[src/rtl/mul_pkg.sv]
// Shared definitions for the sequential shift-and-add multiplier controller:
// default sizing and the controller state encoding.
package mul_pkg;

    localparam int unsigned MUL_WIDTH       = 8;
    localparam int unsigned MUL_ADD_TIMEOUT = 64;

    typedef enum logic [2:0] {
        IDLE,
        CHECK,
        ADD_WAIT,
        ADD_REL,
        SHIFT,
        DONE
    } state_t;

endpackage

[src/rtl/seq_mul8_ctrl_if.sv]
// Request/response bus of the multiplier: operands and start in,
// busy/done/err status and the product out.
interface seq_mul8_ctrl_if #(
    parameter int unsigned WIDTH = 8
);

    logic               start;
    logic [WIDTH-1:0]   op_a;
    logic [WIDTH-1:0]   op_b;
    logic               busy;
    logic               done;
    logic               err;
    logic [2*WIDTH-1:0] product;

    // Requester side
    modport master (
        output start, op_a, op_b,
        input  busy, done, err, product
    );

    // Multiplier side
    modport slave (
        input  start, op_a, op_b,
        output busy, done, err, product
    );

endinterface

[src/rtl/seq_mul8_dp.sv]
// Multiplier datapath: accumulator, shifted multiplicand and multiplier
// registers with their load / capture / shift controls.
// Build option SEQ_MUL_EARLY_TERM_EN: flags when the remaining multiplier
// bits are all zero so the controller can finish early.
module seq_mul8_dp #(
    parameter int unsigned WIDTH = 8
) (
    input  logic               clk,
    input  logic               rst,
    input  logic               i_load,
    input  logic               i_capture,
    input  logic               i_shift,
    input  logic [WIDTH-1:0]   i_op_a,
    input  logic [WIDTH-1:0]   i_op_b,
    input  logic [2*WIDTH-1:0] i_sum,
    output logic [2*WIDTH-1:0] o_acc,
    output logic [2*WIDTH-1:0] o_mcand,
    output logic               o_mplier_lsb,
    output logic               o_early_done
);

    logic [2*WIDTH-1:0] r_acc;
    logic [2*WIDTH-1:0] r_mcand;
    logic [WIDTH-1:0]   r_mplier;

    // Operand load, adder result capture and per-bit shift
    always_ff @(posedge clk) begin
        if (rst) begin
            r_acc    <= '0;
            r_mcand  <= '0;
            r_mplier <= '0;
        end else if (i_load) begin
            r_acc    <= '0;
            r_mcand  <= (2*WIDTH)'(i_op_a);
            r_mplier <= i_op_b;
        end else begin
            if (i_capture) begin
                r_acc <= i_sum;
            end
            if (i_shift) begin
                r_mcand  <= r_mcand << 1;
                r_mplier <= r_mplier >> 1;
            end
        end
    end

    assign o_acc        = r_acc;
    assign o_mcand      = r_mcand;
    assign o_mplier_lsb = r_mplier[0];

`ifdef SEQ_MUL_EARLY_TERM_EN
    // True when the multiplier will be zero after the current shift
    assign o_early_done = (r_mplier[WIDTH-1:1] == '0);
`else
    assign o_early_done = 1'b0;
`endif

endmodule

[src/rtl/seq_mul8_ctrl.sv]
// Sequential shift-and-add multiplier controller. Walks the multiplier one
// bit at a time and, for each set bit, borrows the external 2*WIDTH-bit
// adder through an en/ready handshake with a one-cycle rearm gap.
// Build option SEQ_MUL_EARLY_TERM_EN: finish as soon as no multiplier bits
// remain instead of always iterating WIDTH bits.
module seq_mul8_ctrl
    import mul_pkg::*;
#(
    parameter int unsigned WIDTH       = MUL_WIDTH,
    parameter int unsigned ADD_TIMEOUT = MUL_ADD_TIMEOUT
) (
    input  logic               clk,
    input  logic               rst,
    seq_mul8_ctrl_if.slave     req,
    output logic               add_en,
    output logic [2*WIDTH-1:0] add_a,
    output logic [2*WIDTH-1:0] add_b,
    output logic               add_c_in,
    input  logic [2*WIDTH-1:0] add_sum,
    input  logic               add_c_out,
    input  logic               add_ready
);

    localparam int unsigned CNT_W = (WIDTH > 1) ? $clog2(WIDTH) : 1;
    localparam int unsigned TMO_W = $clog2(ADD_TIMEOUT + 1);

    state_t             r_state;
    state_t             w_state_nxt;
    logic [CNT_W-1:0]   r_bit_cnt;
    logic [TMO_W-1:0]   r_tmo_cnt;
    logic               r_err;
    logic [2*WIDTH-1:0] r_product;

    logic               w_load;
    logic               w_capture;
    logic               w_shift;
    logic               w_timeout;
    logic [2*WIDTH-1:0] w_acc;
    logic [2*WIDTH-1:0] w_mcand;
    logic               w_mplier_lsb;
    logic               w_early_done;

    seq_mul8_dp #(
        .WIDTH(WIDTH)
    ) u_dp (
        .clk          (clk),
        .rst          (rst),
        .i_load       (w_load),
        .i_capture    (w_capture),
        .i_shift      (w_shift),
        .i_op_a       (req.op_a),
        .i_op_b       (req.op_b),
        .i_sum        (add_sum),
        .o_acc        (w_acc),
        .o_mcand      (w_mcand),
        .o_mplier_lsb (w_mplier_lsb),
        .o_early_done (w_early_done)
    );

    // State register
    always_ff @(posedge clk) begin
        if (rst) begin
            r_state <= IDLE;
        end else begin
            r_state <= w_state_nxt;
        end
    end

    // Next-state and datapath control decode
    always_comb begin
        w_state_nxt = r_state;
        w_load      = 1'b0;
        w_capture   = 1'b0;
        w_shift     = 1'b0;
        w_timeout   = 1'b0;
        unique case (r_state)
            IDLE: begin
                if (req.start) begin
                    w_load      = 1'b1;
                    w_state_nxt = CHECK;
                end
            end
            CHECK: begin
                w_state_nxt = w_mplier_lsb ? ADD_WAIT : SHIFT;
            end
            ADD_WAIT: begin
                if (add_ready) begin
                    w_capture   = 1'b1;
                    w_state_nxt = ADD_REL;
                end else if (r_tmo_cnt == TMO_W'(ADD_TIMEOUT - 1)) begin
                    w_timeout   = 1'b1;
                    w_state_nxt = DONE;
                end
            end
            ADD_REL: begin
                w_state_nxt = SHIFT;
            end
            SHIFT: begin
                w_shift = 1'b1;
                if (r_bit_cnt == CNT_W'(WIDTH - 1) || w_early_done) begin
                    w_state_nxt = DONE;
                end else begin
                    w_state_nxt = CHECK;
                end
            end
            DONE: begin
                w_state_nxt = IDLE;
            end
            default: begin
                w_state_nxt = IDLE;
            end
        endcase
    end

    // Bit counter and per-addition timeout counter
    always_ff @(posedge clk) begin
        if (rst) begin
            r_bit_cnt <= '0;
            r_tmo_cnt <= '0;
        end else begin
            if (w_load) begin
                r_bit_cnt <= '0;
            end else if (w_shift) begin
                r_bit_cnt <= r_bit_cnt + 1'b1;
            end
            if (w_load || r_state == CHECK) begin
                r_tmo_cnt <= '0;
            end else if (r_state == ADD_WAIT && !add_ready) begin
                r_tmo_cnt <= r_tmo_cnt + 1'b1;
            end
        end
    end

    // Sticky timeout flag and product register; the product is loaded on
    // entry to DONE so it is already valid while done is high.
    always_ff @(posedge clk) begin
        if (rst) begin
            r_err     <= 1'b0;
            r_product <= '0;
        end else begin
            if (w_load) begin
                r_err <= 1'b0;
            end else if (w_timeout) begin
                r_err <= 1'b1;
            end
            if (w_state_nxt == DONE && r_state != DONE) begin
                r_product <= w_acc;
            end
        end
    end

    assign req.busy    = (r_state != IDLE);
    assign req.done    = (r_state == DONE);
    assign req.err     = r_err;
    assign req.product = r_product;

    assign add_en   = (r_state == ADD_WAIT);
    assign add_a    = w_acc;
    assign add_b    = w_mcand;
    assign add_c_in = 1'b0;

    // Unsigned accumulation of WIDTH-bit operands never carries out
    a_no_carry_out: assert property (
        @(posedge clk) disable iff (rst) (add_en && add_ready) |-> !add_c_out
    );

endmodule

[src/flat_wrapper.sv]
// flat-port wrapper written by rule: the top's interface ports become plain ports
module seq_mul8_ctrl_flat import mul_pkg::*;
#(
    parameter int unsigned WIDTH       = MUL_WIDTH,
    parameter int unsigned ADD_TIMEOUT = MUL_ADD_TIMEOUT
)
  (clk, rst, add_en, add_a, add_b, add_c_in, add_sum, add_c_out, add_ready, req_start, req_op_a, req_op_b, req_busy, req_done, req_err, req_product);
  seq_mul8_ctrl_if #(.WIDTH(WIDTH)) req_i ();
  input  logic clk;
  input  logic rst;
  output logic add_en;
  output logic [2*WIDTH-1:0] add_a;
  output logic [2*WIDTH-1:0] add_b;
  output logic add_c_in;
  input  logic [2*WIDTH-1:0] add_sum;
  input  logic add_c_out;
  input  logic add_ready;
  input wire logic [$bits(req_i.start)-1:0] req_start;
  input wire logic [$bits(req_i.op_a)-1:0] req_op_a;
  input wire logic [$bits(req_i.op_b)-1:0] req_op_b;
  output wire logic [$bits(req_i.busy)-1:0] req_busy;
  output wire logic [$bits(req_i.done)-1:0] req_done;
  output wire logic [$bits(req_i.err)-1:0] req_err;
  output wire logic [$bits(req_i.product)-1:0] req_product;
  assign req_i.start = req_start;
  assign req_i.op_a = req_op_a;
  assign req_i.op_b = req_op_b;
  assign req_busy = req_i.busy;
  assign req_done = req_i.done;
  assign req_err = req_i.err;
  assign req_product = req_i.product;
  seq_mul8_ctrl #(.WIDTH(WIDTH), .ADD_TIMEOUT(ADD_TIMEOUT)) u_core (.clk(clk), .rst(rst), .req(req_i), .add_en(add_en), .add_a(add_a), .add_b(add_b), .add_c_in(add_c_in), .add_sum(add_sum), .add_c_out(add_c_out), .add_ready(add_ready));
endmodule
[config.mk]
export PLATFORM = sky130hd
export DESIGN_NAME = seq_mul8_ctrl_flat
export DESIGN_NICKNAME = d
export VERILOG_FILES = /design/src/rtl/mul_pkg.sv /design/src/rtl/seq_mul8_ctrl_if.sv /design/src/rtl/seq_mul8_dp.sv /design/src/rtl/seq_mul8_ctrl.sv /design/src/flat_wrapper.sv
export SDC_FILE = /design/constraint.sdc
export NUM_CORES = 1
export LEC_CHECK = 0
export BUFFER_PORTS_ARGS = -buffer_cell sky130_fd_sc_hd__buf_2
export CAP_MARGIN = 40
export CORE_MARGIN = 1
export CORE_UTILIZATION = 49
export CTS_CLUSTER_SIZE = 8
export DETAILED_ROUTE_END_ITERATION = 6
export PLACE_DENSITY = 0.89
export SETUP_SLACK_MARGIN = 0.3
export SLEW_MARGIN = 20
export SYNTH_ARGS = -nofsm -noshare
export SYNTH_HDL_FRONTEND = slang
export SYNTH_SLANG_ARGS = --single-unit
[constraint.sdc]
create_clock -name clk -period 2.2 [get_ports clk]
set_input_delay 0 -clock clk [delete_from_list [all_inputs] [get_ports clk]]
set_output_delay 0 -clock clk [all_outputs]
set_load 0.1 [all_outputs]
# --- After elaboration in Yosys (flattened, before gate mapping) ---
# Cells that the tools add are included.
word_totals:
  input_bits: 37
  elab_cells: 47
  mem_bits_rw: 0
  ff_bits: 70
  output_inout_bits: 53
  latchBits: 0
  rom_bits: 0
  n_memories: 0
op_classes:
  div_mod_pow: 0
  n_mux: 18
  n_shift: 0
  addsub: 2
  bitwise_logic: 0
  n_mul: 0
  n_reduce_logical: 9
  magnitude_cmp: 0
  n_eq_ne: 9
op_table:
  columns: ["operator", "count"]
  rows:
  - ["$mux W8", 4]
  - ["$mux W3", 5]
  - ["$pmux W3 S5", 1]
  - ["$eq A3 B3 Y1 const B", 4]
  - ["$mux W1", 8]
  - ["$add A7 B1 Y7 const B", 1]
  - ["$eq A7 B6 Y1 const B", 1]
  - ["$eq A3 B2 Y1 const B", 2]
  - ["$reduce_or A2 Y1", 2]
  - ["$add A3 B1 Y3 const B", 1]
  - ["$eq A3 B1 Y1 const B", 1]
  - ["$logic_not A3 Y1", 1]
  - ["$ne A3 B3 Y1 const B", 1]
  - ["$reduce_bool A3 Y1", 1]
  - ["$logic_and A1 B1 Y1", 2]
  - ["$reduce_bool A2 Y1", 1]
  - ["$logic_not A1 Y1", 1]
  - ["$logic_or A1 B1 Y1", 1]

# --- Longest topological paths before layout ---
# Gate-level depths: netlist of run 1.
depth:
  ltp_word: 6
  depth_mapped: 8
  mapped_depth_nobuf: 6

# --- Cells and area by module ---
# A second synthesis of run 1 with hierarchy kept.
unflattened:
  hier_cells: 285
  area_unflattened_um2: 2932.8
modules_own_cells:
  columns: ["module", "area_per_inst_um2", "n_inst", "cells_each", "seq_area_each_um2"]
  rows:
  - ["seq_mul8_dp", 1636.6, 1, 153, 800.8]
  - ["seq_mul8_ctrl", 1296.2, 1, 132, 600.6]

# --- Worst setup path after synthesis of run 1 ---
# Ideal clock, no wire load.
synth_path:
  kind: "register to register"
  start: "register u_core.r_state[0]"
  end: "register u_core.u_dp.r_acc[5], in the netlist u_core.u_dp.o_acc[5]"
  synth_period_minus_slack_ns: 3.863
  n_path_buf: 2
  path_stages_with_launch: 7
  setup_time_ns: 0.132
  t_required_ns: 2.068
  arrival_ns: 3.731
  slack_ns: -1.663
  path_cell_list: "dfxtp_1 -> buf_2 -> nor3b_1 -> nand2_1 -> clkbuf_1 -> nand2_1 -> a21oi_1"
synth_via:
  word_cells_on_any_way: 5
  classes_between: "eq/ne: 1; mux: 2; reduce/logical: 2"
synth_rtl:
  columns: ["item", "line", "source"]
  rows:
  - ["from (decl)", "seq_mul8_ctrl.sv:27", "state_t r_state;"]
  - ["from (signal assigned)", "seq_mul8_ctrl.sv:65", "r_state <= w_state_nxt;"]
  - ["$eq A3 B2 Y1", null, null]
  - ["via add_en", "flat_wrapper.sv:11", "output logic add_en;"]
  - ["$mux W1", "seq_mul8_ctrl.sv:76", "unique case (r_state)"]
  - ["to (signal assigned)", "seq_mul8_dp.sv:38", "r_acc <= i_sum;"]
  - ["to (decl)", "seq_mul8_dp.sv:22", "logic [2*WIDTH-1:0] r_acc;"]
# The timed path passes the listed nets, and every way through them passes these cells.
# A chain may end at the register's enable or synchronous reset.

# --- Final worst setup path of run 1 ---
layout_path:
  start: "register u_core.r_state[0]"
  end: "register u_core.r_product[10], in the netlist u_core.req.product[10]"
layout_via:
  elab_chain_len: 5
  word_cells_on_any_way: 12
  classes_between: "eq/ne: 6; mux: 4; reduce/logical: 2"
layout_lines:
  columns: ["item", "line", "source"]
  rows:
  - ["$mux W3", "seq_mul8_ctrl.sv:90", "end else if (r_tmo_cnt == TMO_W'(ADD_TIMEOUT - 1)) begin"]
  - ["$mux W3", "seq_mul8_ctrl.sv:87", "if (add_ready) begin"]
  - ["$pmux W3 S5", "seq_mul8_ctrl.sv:76", null]
  - ["$eq A3 B3 Y1", "seq_mul8_ctrl.sv:146", "if (w_state_nxt == DONE && r_state != DONE) begin"]
  - ["$logic_and A1 B1 Y1 (*)", "seq_mul8_ctrl.sv:146", null]
  - ["to (signal assigned)", "seq_mul8_ctrl.sv:147", "r_product <= w_acc;"]
  - ["to (decl)", "seq_mul8_ctrl.sv:32", "logic [2*WIDTH-1:0] r_product;"]
# Mark *: on every way between the ends. The rest lies on a longest branch, timed or not.

==> flow_summary.toml, run 1 <==
[drt]
vias = 2593
drtPass1Iterations = 5
vias_per_cell = 5.281
ant_nets = 0
drt-total-wl_mm = 7.092
drc = 0
drt_iter0_drc = 206
post_drt_wl_per_cell_um = 14.44

[sta]
slew_headroom_pct = 56.95
final-setup-viol-count = 0
final.period_utilization_pct = 83.81
rsz0062_at_grt = "yes"
fin_tns_setup_ns = 0
period_needed_ns = 1.844
hold_violations = 0
worst_slack_ns = 0.3563
timing.fmax_ghz = 0.5424
skew_ns = 0.008389
slew_viol_final = 0
worst_pin_slew_ns = 0.6457

[critical_path]
path_cells = "or4b_4 -> o31ai_4 -> buf_6 -> mux2i_1 -> nor2_1"
endpoint = "u_core.req.product[10]$_SDFFE_PP0P_"
critPathSlowestCell = "or4b_4"
path_class = "flop to flop"
required_ns = 2.40
reg2reg_depth = 5
crit_start = "u_core.r_state[0]$_SDFF_PP0_"
cpPeakStageDelay_ns = 0.54
critPathMaxFanout = 10
critPathLaunchType = "flop"
reg2reg_to = "u_core.req.product[10]$_SDFFE_PP0P_"
worstReg2RegStart = "u_core.r_state[0]$_SDFF_PP0_"
r2r_setup_slack_ns = 0.36
end_kind = "flop"
worst_ep_arrival_time_ns = 2.05

[cells_and_area]
regArea_um2 = 1409
layout.cells.non_filler = 491
layout_common_cells = "buf_2 (87), dfxtp_1 (66), nand2_1 (62)"
multi_input_area_um2 = 1176
antenna_cells = 0
fin_nets = 456
final_layout_size_suffix_gt1_share_pct = 28.98
areaGrowthSynthToFinish_pct = 41.94
fillers = 385
layout_commonest_cell = "buf_2"

[floorplan]
fp.dieW_um = 75.91
start_util_pct = 51.74
die_area_um2 = 5762
fp.dieH_um = 75.91
row_count = 26
ios = 90
fp.coreArea_um2 = 5172

[yosys]
synthMuxAreaShare_pct = 5.984
syn_nets = 339
async_reset_ff_share_pct = 0
synth_top_area_share_pct = 52.36
synth_compound_area_share_pct = 13.42
postSynthCellCount = 299
synth_simple_gate_area_share_pct = 20.01
synth_top_area_cell = "dfxtp_1"
synth_top_family_by_area = "simple AND/OR/NAND/NOR gates"
yosysWarnings = 0
synth_enable_flop_cells = 0
yosysUniqueCellTypes = 36
ys_ff_latch = 70
synth_area_leaders = "dfxtp_1 (52%), nand2_1 (8.8%), a21oi_1 (6.2%), mux2i_1 (6.0%), nor2_1 (5.8%)"
syn_area_um2 = 2676
synthAdderAreaFrac_pct = 1.403
yosysSeqAreaShare_pct = 52.36
ys.flop_type = "dfxtp_1"
synth-xor-area-share_pct = 1.964
syn_avg_cell_area_um2 = 8.951

[outcome]
run_status = "finished, final reports clean"

[clock_tree]
cts_max_path_buffers = 2
cts_tree = "yes"
clkLatencyLatePin_ns = 0.33
h-tree-depth = 3
cts_num_sinks = 70
clk_pin_slew_worst_paths_ns = 0.07
cts_made_buffers = 9
cts-root-buf = "clkbuf_8"

[place]
place_congestion = 0.7923
portBuffers = 87
dp.cells = 441
place_hpwl_mm = 4.100
preCtsSetupSlack_ns = 0.2221

[power_and_ir_drop]
p_total_w = 0.003046
ir_drop_v = 0.0006997
powerDensity_nw_per_um2 = 801.9
p_leak_nw = 1.606

[grt]
antenna_found_initial = 0
grt_pass1_vias = 2447
track_usage_pct = 25.14
overflow = 0
grt_pass1_wl_mm = 11.41
grt_max_degree = 37

[min_path]
hold_path.class = "input pin to flop"

[job]
cap_violations = 0
[worst min-delay path by stage]
stage	startpoint	endpoint	slack, ns	cells past startpoint
finish	req_start	u_core.r_state[0]$_SDFF_PP0_	0.04	3
global route	req_start	u_core.r_state[0]$_SDFF_PP0_	0.05	3
CTS	req_start	u_core.r_state[0]$_SDFF_PP0_	0.02	3
detailed placement	req_op_a[4]	u_core.u_dp.o_mcand[4]$_SDFFE_PP0P_	0.25	3
global placement	req_op_a[6]	u_core.u_dp.o_mcand[6]$_SDFFE_PP0P_	0.23	3
floorplan	req_op_b[7]	u_core.u_dp.r_mplier[7]$_SDFFE_PP0P_	0.14	2
[cell type report]
cell class / count / area share (%)
Sequential cell: 70 / 37.09
Multi-Input combinational cell: 205 / 30.96
Clock inverter: 5 / 3.393
Tap cell: 70 / 2.306
Timing Repair Buffer: 128 / 22.07
Inverter: 2 / 0.1976
Clock buffer: 11 / 3.986
[power breakdown]
| group | switching, W | internal, W | total (W) | leakage (nW) |
|---|---|---|---|---|
| sequential | 0.0000211 | 0.00129 | 0.00131 | 0.569 |
| combinational | 0.000221 | 0.000114 | 0.000335 | 0.898 |
| clock | 0.000467 | 0.000932 | 0.00140 | 0.140 |
| total | 0.000708 | 0.00234 | 0.00305 | 1.61 |
[kinds of logic (layout without fill, tap and decap cells)]
group,Yosys count,count (layout)
and+or+nand+nor,125,125
DFF,70,70
AOI/OAI and AO/OA,54,54
buffers and inverters,24,146
muxes,16,16
xor gates and xnor gates,6,6
adders and majority gates,3,3
other,1,1
[critical path, delay by kind of cell, from the launching register on]
family	cells	cell delay, ns
AO/OA/AOI/OAI	1	0.30
buffers and inverters	1	0.20
flip-flops	1	0.38
multiplexers	1	0.23
AND/OR/NAND/NOR	2	0.59
[through the flow]
stage | utilization (%) | hold slack [ns] | area (µm²)
final | 73.44 | 0.04062 | 3799
after global routing | 73.44 | 0.05453 | 3799
after detailed placement | 61.01 | 0.2467 | 3156
after global placement | 61.01 | 0.2344 | 3156
after floorplan | - | 0.1360 | 2714
after CTS | 72.91 | 0.02169 | 3771
[synth_stat cells (all sizes together) (2+ instances only)]
| library cell | instances |
|---|---|
| o21ai | 2 |
| a21oi | 33 |
| nor2 | 41 |
| ha | 3 |
| and2 | 3 |
| xnor2 | 3 |
| buf | 9 |
| nand2b | 2 |
| o31ai | 3 |
| inv | 2 |
| clkbuf | 13 |
| dfxtp | 70 |
| nand2 | 63 |
| a222oi | 14 |
| nand3 | 3 |
| nor3 | 3 |
| mux2i | 16 |
| xor2 | 3 |
[flip-flops by register name, indices dropped and copies added, names as in the netlist]
register,cells
u_core.u_dp.o_mcand,16
u_core.req.err,1
u_core.u_dp.r_mplier,8
u_core.req.product,16
u_core.r_bit_cnt,3
u_core.u_dp.o_acc,16
u_core.r_state,3
u_core.r_tmo_cnt,7
[what timing repair did]
action                                 in CTS  in global routing
buffers inserted                            0                  1
endpoints found under the hold margin      32                  0
pin swaps                                   0                  1
hold buffers                               32                  0
resized for setup                           6                  3
setup endpoints to repair                  16                 18
[metal layers]
metal	vias up	routed length (µm)	track usage [%]	part of all wire, %
li1	1258	-	-	-
met1	1212	2786	27.45	39
met2	103	3701	46.45	52
met3	20	386	4.096	5.4
met4	0	218	13.08	3.1
met5	-	0	0	0
(Power assumes the default switching activity.)
==> run 2, diff against run 1 <==
--- a/config.mk
+++ b/config.mk
@@ -8,10 +8,10 @@
 export BUFFER_PORTS_ARGS = -buffer_cell sky130_fd_sc_hd__buf_2
 export CAP_MARGIN = 40
 export CORE_MARGIN = 1
-export CORE_UTILIZATION = 49
+export CORE_UTILIZATION = 45
 export CTS_CLUSTER_SIZE = 8
 export DETAILED_ROUTE_END_ITERATION = 6
-export PLACE_DENSITY = 0.89
+export PLACE_DENSITY = 0.86
 export SETUP_SLACK_MARGIN = 0.3
 export SLEW_MARGIN = 20
 export SYNTH_ARGS = -nofsm -noshare
==> constraint.sdc (replaced) <==
create_clock -name clk -period 1.55 [get_ports clk]
set_input_delay 0 -clock clk [delete_from_list [all_inputs] [get_ports clk]]
set_output_delay 0 -clock clk [all_outputs]
set_load 0.1 [all_outputs]
==> flow_summary.toml, run 2 (synthesis results as in run 1) <==
[outcome]
run_status = "finished with violations"
violations = "setup timing"

[drt]
drt_iter0_drc = 229
vias_per_cell = 5.607
drc = 0
vias = 3039
post_drt_wl_per_cell_um = 19.07
ant_nets = 0
drt-total-wl_mm = 10.34
drtPass1Iterations = 7

[power_and_ir_drop]
ir_drop_v = 0.0008021
powerDensity_nw_per_um2 = 841.1
p_leak_nw = 1.959

[grt]
grt_max_degree = 30
antenna_found_initial = 0
overflow = 0
track_usage_pct = 28.90
grt_pass1_vias = 2991
grt_pass1_wl_mm = 13.77

[cells_and_area]
multi_input_area_um2 = 1525
regArea_um2 = 1423
areaGrowthSynthToFinish_pct = 77.61
final_cell_area_um2 = 4753
antenna_cells = 0
layout.cells.non_filler = 542
fillers = 291
layout_common_cells = "buf_2 (84), dfxtp_1 (55), nand2_1 (50)"
final_layout_size_suffix_gt1_share_pct = 51.70
layout_commonest_cell = "buf_2"
fin_nets = 505

[sta]
final.period_utilization_pct = 121.4
worst_slack_ns = -0.3310
slew_viol_final = 0
final-setup-viol-count = 19
rsz0062_at_grt = "yes"
period_needed_ns = 1.881
timing.fmax_ghz = 0.5316
skew_ns = 0.01211
hold_violations = 0

[critical_path]
cpMostUsedCell = "ha_4"
critPathSlowestCell = "or4bb_4"
end_kind = "flop"
required_ns = 1.77
worst_ep_arrival_time_ns = 2.10
critPathLaunchType = "flop"
path_class = "flop to flop"
critPathMaxFanout = 5
path_cells = "ha_4 -> ha_4 -> or4bb_4 -> o31ai_4 -> buf_8 -> mux2i_1 -> nor2_1"
cpPeakStageDelay_ns = 0.47

[place]
dp.cells = 467
place_area_um2 = 3463
preCtsSetupSlack_ns = -0.4662
place_congestion = 0.8033
portBuffers = 87
place_hpwl_mm = 4.689

[floorplan]
ios = 90
fp.dieW_um = 79.12
die_area_um2 = 6260
fp.dieH_um = 79.12
fp.coreArea_um2 = 5608
row_count = 27
start_util_pct = 47.72

[clock_tree]
cts_num_sinks = 70
cts_max_path_buffers = 2
cts_made_buffers = 9
cts-root-buf = "clkbuf_8"
clkLatencyLatePin_ns = 0.35
h-tree-depth = 3
cts_tree = "yes"
clk_pin_slew_worst_paths_ns = 0.08

[job]
cap_violations = 0

[min_path]
hold_path.class = "input pin to flop"
## run 2: changes by cell type in the layout (fill, tap and decap cells not counted), moves of 11 or more
cell / change
buf_12: +12
a21oi_1: -31
dfxtp_2: +11
nand2_1: -12
buf_6: +13
dfxtp_1: -11
buf_4: +20
a21oi_2: +27
## run 2: worst paths after layout
kind,from,endpoint,slack (ns),cells after the start
max,u_core.r_bit_cnt[1]$_SDFFE_PP0P_,u_core.req.product[5]$_SDFFE_PP0P_,-0.33,7
min,add_ready,u_core.r_state[1]$_SDFF_PP0_,0.15,4
max reg2reg,u_core.r_bit_cnt[1]$_SDFFE_PP0P_,u_core.req.product[5]$_SDFFE_PP0P_,-0.33,7
min reg2reg,u_core.u_dp.o_mcand[11]$_SDFFE_PP0P_,u_core.u_dp.o_mcand[12]$_SDFFE_PP0P_,0.47,2
## run 2: critical path, delay by kind of cell (launching register included)
| family | cells | cell delay, ns |
|---|---|---|
| multiplexers | 1 | 0.26 |
| buffers and inverters | 1 | 0.18 |
| adder cells (fa/ha/maj) | 2 | 0.26 |
| AND/OR/NAND/NOR | 2 | 0.55 |
| AO/OA/AOI/OAI | 1 | 0.12 |
| flip-flops | 1 | 0.38 |
## run 2: area by class of cell
class / count / area share (%)
Clock buffer: 14 / 3.633
Clock inverter: 2 / 0.3159
Inverter: 2 / 0.2106
Multi-Input combinational cell: 205 / 32.09
Sequential cell: 70 / 29.93
Tap cell: 72 / 1.895
Timing Repair Buffer: 177 / 31.93
## run 2: per-layer routing
metal	GRT usage, %	wire length (µm)	vias up
met3	9.195	559	43
met1	28.63	3783	1473
met2	55.09	5643	161
met4	11.27	350	0
li1	-	-	1362
met5	0	0	-
## run 2: report_power, final
| group | switching (W) | internal (W) | total [W] |
|---|---|---|---|
| clock network | 0.000681 | 0.000714 | 0.00139 |
| registers | 0.0000284 | 0.00183 | 0.00186 |
| logic | 0.000415 | 0.000326 | 0.000741 |
## run 2: per-stage QoR
| stage | util [%] | setup TNS [ns] | total power, W | hold WS [ns] |
|---|---|---|---|---|
| CTS | 79.72 | -3.714 | 0.003918 | 0.04682 |
| global route | 84.76 | -6.629 | 0.004128 | 0.1636 |
| floorplan | - | -11.32 | 0.002227 | 0.1285 |
| global placement | 61.49 | -9.819 | 0.002352 | 0.2304 |
| detailed placement | 61.76 | -6.331 | 0.002362 | 0.2390 |
| finish | 84.76 | -5.026 | 0.003998 | 0.1492 |
## run 2: what timing repair did
item	CTS	global route
setup buffers	14	7
hold buffers	33	0
gates resized for setup	76	36
hold endpoints to repair	35	0
setup endpoints to repair	71	73
pin swaps	14	35
gates cloned	3	2
==> run 3, diff against run 2 <==
--- a/config.mk
+++ b/config.mk
@@ -5,13 +5,13 @@
 export SDC_FILE = /design/constraint.sdc
 export NUM_CORES = 1
 export LEC_CHECK = 0
-export BUFFER_PORTS_ARGS = -buffer_cell sky130_fd_sc_hd__buf_2
 export CAP_MARGIN = 40
 export CORE_MARGIN = 1
-export CORE_UTILIZATION = 45
+export CORE_UTILIZATION = 50
 export CTS_CLUSTER_SIZE = 8
 export DETAILED_ROUTE_END_ITERATION = 6
-export PLACE_DENSITY = 0.86
+export DONT_BUFFER_PORTS = 1
+export PLACE_DENSITY = 0.79
 export SETUP_SLACK_MARGIN = 0.3
 export SLEW_MARGIN = 20
 export SYNTH_ARGS = -nofsm -noshare
==> flow_summary.toml, run 3 (synthesis results as in run 1) <==
[outcome]
run_status = "finished with violations"
violations = "hold timing, setup timing"

[sta]
worst_slack_ns = -0.2803
skew_ns = 0.006732
final.period_utilization_pct = 118.1
holdWs_ns = -0.3004
slew_viol_final = 0
timing.fmax_ghz = 0.5464
period_needed_ns = 1.830
rsz0062_at_grt = "yes"
final-setup-viol-count = 40
hold_violations = 35

[drt]
vias_per_cell = 6.109
drt-total-wl_mm = 10.95
drt_iter0_drc = 246
ant_nets = 0
vias = 2969
drc = 0
post_drt_wl_per_cell_um = 22.54
drtPass1Iterations = 5

[cells_and_area]
multi_input_area_um2 = 1648
final_layout_size_suffix_gt1_share_pct = 51.68
layout_common_cells = "buf_4 (69), dfxtp_1 (56), nor2_1 (38)"
layout.cells.non_filler = 486
regArea_um2 = 1419
fillers = 184
antenna_cells = 0
layout_commonest_cell = "buf_4"
final_cell_area_um2 = 4692
fin_nets = 451
areaGrowthSynthToFinish_pct = 75.32

[place]
portBuffers = 0
place_area_um2 = 3333
preCtsSetupSlack_ns = -0.1681
dp.cells = 422
place_congestion = 0.7776
place_hpwl_mm = 4.276

[critical_path]
required_ns = 1.79
path_class = "flop to flop"
endpoint = "u_core.req.product[1]$_SDFFE_PP0P_"
critPathMaxFanout = 10
r2r_setup_slack_ns = -0.28
path_cells = "or4b_4 -> o31ai_4 -> buf_12 -> mux2i_1 -> nor2_1"
critPathLaunchType = "flop"
reg2reg_to = "u_core.req.product[1]$_SDFFE_PP0P_"
crit_start = "u_core.r_state[2]$_SDFF_PP0_"
path_depth = 5
cpPeakStageDelay_ns = 0.54
worstReg2RegStart = "u_core.r_state[2]$_SDFF_PP0_"
critPathSlowestCell = "or4b_4"
crit_buf_inv = 1
worst_ep_arrival_time_ns = 2.07
reg2reg_depth = 5
critical_path.top_delay_family = "simple AND/OR/NAND/NOR gates"
end_kind = "flop"

[clock_tree]
hold_buffers = 18
clkLatencyLatePin_ns = 0.36
cts_made_buffers = 9
clk_pin_slew_worst_paths_ns = 0.08
cts_num_sinks = 70
cts_tree = "yes"
cts-root-buf = "clkbuf_8"
cts_max_path_buffers = 2
h-tree-depth = 3

[floorplan]
ios = 90
row_count = 26
start_util_pct = 52.07
die_area_um2 = 5649
fp.coreArea_um2 = 5140
fp.dieW_um = 75.16
fp.dieH_um = 75.16

[power_and_ir_drop]
ir_drop_v = 0.0008308
p_leak_nw = 1.909
powerDensity_nw_per_um2 = 972.2

[min_path]
min_from = "rst"
hold_path.class = "input pin to flop"

[grt]
grt_pass1_wl_mm = 12.79
overflow = 0
track_usage_pct = 31.30
grt_pass1_vias = 2769
grt_max_degree = 37
antenna_found_initial = 0

[job]
cap_violations = 0
-- run 3: changes by cell type in the layout (fill, tap and decap cells not counted), sizes merged --
cell and change:
clkinv +1, clkbuf -6, dlygate4sd3 -15, clkinvlp -1, bufinv +4, buf -37
-- run 3: timing repair --
action,in CTS,in global routing
pin swaps,32,29
gates cloned,5,0
endpoints found under the hold margin,55,35
buffers inserted,15,10
setup endpoints to repair,72,73
resized for setup,75,74
-- run 3: routing by layer --
layer	vias to the layer above	track usage, %	share of wire, %
li1	1261	-	-
met1	1450	33.36	37
met2	199	55.26	50
met3	59	7.229	8.0
met4	0	20.99	5.1
met5	-	0	0
-- run 3: cell type report --
cell class / count / area share (%)
tap: 70 / 1.867
clock inverter: 6 / 2.827
inverter: 2 / 0.1600
clock buffer: 10 / 2.933
multi-input combinational: 205 / 35.12
timing repair buffer: 123 / 26.85
sequential: 70 / 30.24
-- run 3: power breakdown --
part / internal [W] / total (W) / switching [W] / leakage [nW]
Clock: 0.00127 / 0.00201 / 0.000736 / 0.132
Combinational: 0.000288 / 0.000689 / 0.000401 / 1.20
Sequential: 0.00183 / 0.00186 / 0.0000299 / 0.573
Total: 0.00339 / 0.00456 / 0.00117 / 1.91
-- run 3: worst min path at each step --
stage | end | slack (ns) | cells past startpoint
6_report | u_core.u_dp.r_mplier[7]$_SDFFE_PP0P_ | -0.30 | 1
5_1_grt | u_core.u_dp.r_mplier[7]$_SDFFE_PP0P_ | -0.31 | 1
4_1_cts | u_core.u_dp.o_mcand[0]$_SDFFE_PP0P_ | -0.30 | 1
3_5_place_dp | u_core.u_dp.o_mcand[0]$_SDFFE_PP0P_ | 0.07 | 1
3_3_place_gp | u_core.r_state[1]$_SDFF_PP0_ | 0.07 | 1
2_1_floorplan | u_core.u_dp.o_mcand[0]$_SDFFE_PP0P_ | 0.13 | 2
-- run 3: through the flow --
stage / util [%] / total power [W] / setup TNS (ns) / hold slack (ns)
after floorplan: - / 0.002227 / -11.32 / 0.1285
after global placement: 64.85 / 0.002290 / -1.667 / 0.06557
after detailed placement: 64.85 / 0.002299 / -2.376 / 0.06795
after CTS: 83.37 / 0.004440 / -2.473 / -0.3020
after global routing: 91.29 / 0.004655 / -7.144 / -0.3093
final: 91.29 / 0.004561 / -4.933 / -0.3004
